### config.mk
export PLATFORM = sky130hd
export DESIGN_NAME = led_matrix_scan
export DESIGN_NICKNAME = d
export VERILOG_FILES = /design/src/rtl/matrix_pkg.sv /design/src/rtl/led_matrix_scan.sv
export SDC_FILE = /design/constraint.sdc
export NUM_CORES = 1
export LEC_CHECK = 0
export CORE_MARGIN = 4
export CORE_UTILIZATION = 25
export CTS_CLUSTER_DIAMETER = 80
export DETAILED_ROUTE_END_ITERATION = 6
export HOLD_SLACK_MARGIN = 0.15
export SYNTH_ARGS = -nofsm -noshare
export SYNTH_HDL_FRONTEND = slang
export SYNTH_SLANG_ARGS = --single-unit
### constraint.sdc
create_clock -name clk -period 2.2 [get_ports clk]
set_input_delay 0.33 -clock clk [delete_from_list [all_inputs] [get_ports clk]]
set_output_delay 0.33 -clock clk [all_outputs]
set_load 0.01 [all_outputs]
### src/rtl/matrix_pkg.sv
// Shared definitions for the LED matrix scan controller: state encoding and
// default panel geometry / display-hold timing.
package matrix_pkg;

    typedef enum logic [2:0] {
        ST_IDLE,
        ST_SHIFT,
        ST_BLANK,
        ST_LATCH,
        ST_DISPLAY
    } scan_state_e;

    localparam int DEF_COLS        = 64;
    localparam int DEF_ROWS        = 16;
    localparam int DEF_DISP_CYCLES = 64;

endpackage

### src/rtl/led_matrix_scan.sv
// HUB75-style scan controller: shifts one line of pixels into the panel, blanks,
// latches it, then holds it lit for DISP_CYCLES before moving to the next line.
module led_matrix_scan
    import matrix_pkg::*;
#(
    parameter int COLS        = DEF_COLS,
    parameter int ROWS        = DEF_ROWS,
    parameter int DISP_CYCLES = DEF_DISP_CYCLES
) (
    input  logic       clk,
    input  logic       rst,
    input  logic       enable,
    output logic [5:0] col,
    output logic [3:0] row,
    input  logic       r0_in,
    input  logic       g0_in,
    input  logic       b0_in,
    input  logic       r1_in,
    input  logic       g1_in,
    input  logic       b1_in,
    output logic       r0,
    output logic       g0,
    output logic       b0,
    output logic       r1,
    output logic       g1,
    output logic       b1,
    output logic       panel_clk,
    output logic       lat,
    output logic       oe_n,
    output logic [3:0] addr,
    output logic       frame_start
);

    localparam logic [5:0] LAST_COL  = 6'(COLS - 1);
    localparam logic [3:0] LAST_ROW  = 4'(ROWS - 1);
    localparam logic [7:0] HOLD_INIT = 8'(DISP_CYCLES - 1);

    scan_state_e state_q, state_d;
    logic        phase_q, phase_d;
    logic [5:0]  col_q, col_d;
    logic [3:0]  row_q, row_d;
    logic [3:0]  addr_q, addr_d;
    logic [7:0]  hold_q, hold_d;
    logic        latched_q, latched_d;
    logic [5:0]  pix_q, pix_d;
    logic        panel_clk_q, panel_clk_d;
    logic        lat_q, lat_d;
    logic        oe_n_q, oe_n_d;
    logic        frame_start_q, frame_start_d;
    logic        advance;
    logic        shift_a;

    always_comb begin
        state_d   = state_q;
        phase_d   = phase_q;
        col_d     = col_q;
        row_d     = row_q;
        addr_d    = addr_q;
        hold_d    = hold_q;
        latched_d = latched_q;
        advance   = 1'b0;

        case (state_q)
            ST_IDLE: begin
                latched_d = 1'b0;
                col_d     = '0;
                row_d     = '0;
                phase_d   = 1'b0;
                if (enable) state_d = ST_SHIFT;
            end
            ST_SHIFT: begin
                if (!phase_q) begin
                    phase_d = 1'b1;
                end else begin
                    phase_d = 1'b0;
                    if (col_q == LAST_COL) begin
                        col_d   = '0;
                        state_d = ST_BLANK;
                    end else begin
                        col_d = col_q + 6'd1;
                    end
                end
            end
            ST_BLANK: state_d = ST_LATCH;
            ST_LATCH: begin
                addr_d    = row_q;
                latched_d = 1'b1;
                if (DISP_CYCLES == 0) begin
                    advance = 1'b1;
                end else begin
                    hold_d  = HOLD_INIT;
                    state_d = ST_DISPLAY;
                end
            end
            ST_DISPLAY: begin
                if (hold_q == 8'd0) advance = 1'b1;
                else                hold_d  = hold_q - 8'd1;
            end
            default: state_d = ST_IDLE;
        endcase

        // enable is only honoured here, so a line in flight always finishes
        if (advance) begin
            phase_d = 1'b0;
            col_d   = '0;
            row_d   = (row_q == LAST_ROW || !enable) ? 4'd0 : row_q + 4'd1;
            state_d = enable ? ST_SHIFT : ST_IDLE;
            if (!enable) latched_d = 1'b0;
        end

        // Panel pins are registered from the current state, trailing col/row by
        // one cycle: data settles a full cycle before each panel_clk rise.
        shift_a       = (state_q == ST_SHIFT) && !phase_q;
        panel_clk_d   = (state_q == ST_SHIFT) && phase_q;
        lat_d         = (state_q == ST_LATCH);
        oe_n_d        = !((state_q == ST_DISPLAY) || ((state_q == ST_SHIFT) && latched_q));
        frame_start_d = shift_a && (col_q == 6'd0) && (row_q == 4'd0);
        pix_d         = shift_a ? {r0_in, g0_in, b0_in, r1_in, g1_in, b1_in} : pix_q;
    end

    always_ff @(posedge clk or posedge rst) begin
        if (rst) begin
            state_q       <= ST_IDLE;
            phase_q       <= 1'b0;
            col_q         <= '0;
            row_q         <= '0;
            addr_q        <= '0;
            hold_q        <= '0;
            latched_q     <= 1'b0;
            pix_q         <= '0;
            panel_clk_q   <= 1'b0;
            lat_q         <= 1'b0;
            oe_n_q        <= 1'b1;
            frame_start_q <= 1'b0;
        end else begin
            state_q       <= state_d;
            phase_q       <= phase_d;
            col_q         <= col_d;
            row_q         <= row_d;
            addr_q        <= addr_d;
            hold_q        <= hold_d;
            latched_q     <= latched_d;
            pix_q         <= pix_d;
            panel_clk_q   <= panel_clk_d;
            lat_q         <= lat_d;
            oe_n_q        <= oe_n_d;
            frame_start_q <= frame_start_d;
        end
    end

    assign col         = col_q;
    assign row         = row_q;
    assign addr        = addr_q;
    assign {r0, g0, b0, r1, g1, b1} = pix_q;
    assign panel_clk   = panel_clk_q;
    assign lat         = lat_q;
    assign oe_n        = oe_n_q;
    assign frame_start = frame_start_q;

endmodule
==> impl_results.md <==
* Status: finished, final reports clean
* Area growth syn-to-layout at 31.2%
* Hold crit path type: reg -> reg
* Post-synth EDFFs at 0
* Max Clock Skew at approximately 0.0071 ns
* H-tree depth at 2
* CP Launch Type: flip-flop
* Max clock buf depth at 2
* Hold Violations, Final at 0
* Share of cells above drive strength 1 at 0.148
* Yosys cell types at 41
* Top-level I/O count at 33
* Fillers at 731
* DP Wirelength at between 2000 and 3000 µm
* TritonCTS sink count at 37
* Max Slew Vio Count at 0
* Combinational share of power at 0.042
* Overall Power at 1.19 mW
* Cell taking the most area after synthesis: dfrtp_1
* ANT cells at 0
* Clk pwr share at 0.381
* Synthesis Warnings at 0
* Sw frac at 0.217
* Die Wd at roughly 93 µm
* Post-route setup TNS at 0 ns
* Tcrit/Tclk final at 0.906
* Max-slew headroom at 0.630
* Top cells by count, synth: dfrtp_1 (36), nand2_1 (15), o21ai_0 (12)
* GRT Resource Usage Total at 0.102
* Ys flop type: dfrtp_1
* Sequential area share after synthesis at 0.514
* Vias after detailed routing at roughly 1.5k
* First-pass GRT wire length at around 7000 µm
* RSZ-0062 raised after global routing: no
* Worst reg-to-reg setup slack at between 0.2 and 0.25 ns
* DRC Markers at 0
* Final setup fails at 0
* Max Cap Viol at 0
* Cell Chain, Critical Path: inv_1, ha_1, or3b_4, o31ai_4, nor3b_4, buf_4, nor2_1
* Initial core utilization at 0.261
* Asr flop ratio synth at 1.00
* Clk Latency, worst-skew pair at roughly 0.29 ns
* Simple-Gate Fraction of Synth Area at 0.207
* Vias in the first global route at around 1.5k
* Remaining Overflow, GRT at 0
* Worst setup EP type: flip-flop
* Synth top area share at 0.500
* Gp weighted congestion at 0.839
* Clk root buf: clkbuf_8
* Slew @ Worst Pin at roughly 0.55 ns
* Pwr/cell area at roughly 500 nW/µm²
* Adder and majority gate portion of the synthesized area at 0.0416
* CORE AREA at roughly 7000 µm²
* Largest family of logic cells by synthesized area: simple AND/OR/NAND/NOR gates
* DRT iter0 DRCs at between 50 and 60
* Antenna violations before repair at 0
* Critical Path RT at roughly 2.4 ns
* Largest stage delay on the critical path at between 0.4 and 0.5 ns
* Antenna Nets Post-Route at 0
* Max Freq at ~500 MHz
* Die footprint at ~8600 µm²
* Worst-path clk slew at 0.07 ns
* Vias per inst at about 4.7
* Post-CTS Hold Fix Bufs at 0
* Routed WL per cell at around 13 µm
* Synth Area in Compound Gates at 0.144
* Psw at approximately 260 µW
* TritonCTS Buffers at 5
* Count leader, synth: dfrtp_1
* Std-Cell Rows at 30
* Xor-xnor portion of the synthesized cell area at 0.00972
* Leak Pwr at 1.03 nW
* Mux contribution to synthesized area at 0.0430
* Crit path time final at around 2 ns
* Syn Inst Count at 174
* Synth area leaders: dfrtp_1 (50%), ha_1 (4.2%), mux2_2 (3.7%)
* Largest net degree at the start of global routing at 38
* Seq pwr share at 0.577
* Routed wire length at just over 4000 µm
* Crit path kind: reg -> reg
* Largest fanout on the critical path at 6
* Drt pass-1 iters at 4
* Internal Power at slightly above 900 µW
* VDD IR max at 224 µV
* Slowest stage cell, crit path: dfrtp_1
* Synth Register Bits at 37
* CTS tree: built
* Synthesized net count at 189
* Post-Syn Area per Cell at about 10 µm²
* Die Y at 92.9 µm
* Worst Path Arrival at between 2 and 2.5 ns
* Final nets at 230
* Port bufs at 32
* Synth Cell Area at 1800 µm²
## sequential cells by signal, indices dropped and copies added, names as in the netlist
register	cells
addr	4
row	4
state_q	3
frame_start	1
oe_n	1
lat	1
hold_q	8
panel_clk	1
col	6
latched_q	1
pix_q	6
phase_q	1
## critical path, delay by kind of cell (launching register included)
family | cells | cell delay [ns]
compound gates | 1 | 0.22
fa+ha+maj | 1 | 0.18
buf+inv | 2 | 0.26
flops | 1 | 0.42
simple gates | 3 | 0.80
## power groups by stage
| stage | Clock, mW | Sequential, mW | Combinational [mW] |
|---|---|---|---|
| 2_1_floorplan | 0 | 0.704 | 0.0153 |
| 3_3_place_gp | 0 | 0.701 | 0.0511 |
| 3_5_place_dp | 0 | 0.701 | 0.0516 |
| 4_1_cts | 0.476 | 0.688 | 0.0518 |
| 5_1_grt | 0.502 | 0.689 | 0.0555 |
| 6_report | 0.454 | 0.688 | 0.0498 |
## metal layers
layer	wire length, µm	vias to the layer above	global-route usage
li1	-	705	-
met1	1820	702	0.124
met2	1910	46	0.169
met3	257	5	0.0357
met4	47	0	0.0293
met5	0	-	0
## worst paths after layout
path	from	endpoint	cells after the start
hold / removal	latched_q	oe_n	1
setup / recovery	hold_q[0]	phase_q	7
max in group asynchronous	rst	oe_n	3
hold reg to reg	latched_q	oe_n	1
min in group asynchronous	rst	pix_q[0]	3
setup reg to reg	hold_q[0]	phase_q	7
## cells by family after synthesis
family / Yosys count
compound gates: 40
xor+xnor: 2
fa+ha+maj: 6
buf+inv: 18
flops: 37
mux: 7
simple gates: 64
## final cells by class
cell class	instances	area [µm²]	share of cell area
repair buffers	40	380	0.161
multi-input cells	119	811	0.343
clock inverters	2	10.0	0.00423
well taps	96	120	0.0508
flip-flops and latches	37	927	0.392
clock buffers	6	72.6	0.0307
inverters	12	45.0	0.0190
## layout by cell type (no fill, tap or decap), drive strengths merged, types with 2 or more instances in the layout
| master | instances |
|---|---|
| clkinv | 2 |
| clkbuf | 6 |
| nor3b | 6 |
| nand4 | 3 |
| o311ai | 2 |
| or4b | 2 |
| mux2 | 6 |
| clkdlybuf4s50 | 32 |
| nand2b | 2 |
| a211o | 2 |
| ha | 6 |
| buf | 8 |
| a21oi | 9 |
| o211ai | 3 |
| nand2 | 15 |
| nand3 | 9 |
| a31oi | 6 |
| o21ai | 12 |
| nor3 | 6 |
| nor2 | 7 |
| xor2 | 2 |
| and2 | 2 |
| inv | 12 |
| nor4 | 2 |
| nand3b | 2 |
| and3 | 3 |
| a211oi | 3 |
| dfrtp | 36 |
## metrics by stage
step                      std cells  setup WS [ns]  instance area (µm²)   util  hold slack [ns]
after global routing            312         0.0722                 2370  0.343            0.435
after floorplan                 174          0.319                 1800      -            0.386
final                           312          0.206                 2370  0.343            0.426
after CTS                       311         0.0967                 2350  0.340            0.433
after global placement          303          0.195                 2270  0.328            0.409
after detailed placement        303          0.121                 2270  0.328            0.423
## what timing repair did
action,CTS,global route
setup buffers,0,1
endpoints found under the setup margin,0,2
gates resized for setup,0,2
Power figures use the tool's default switching activity.
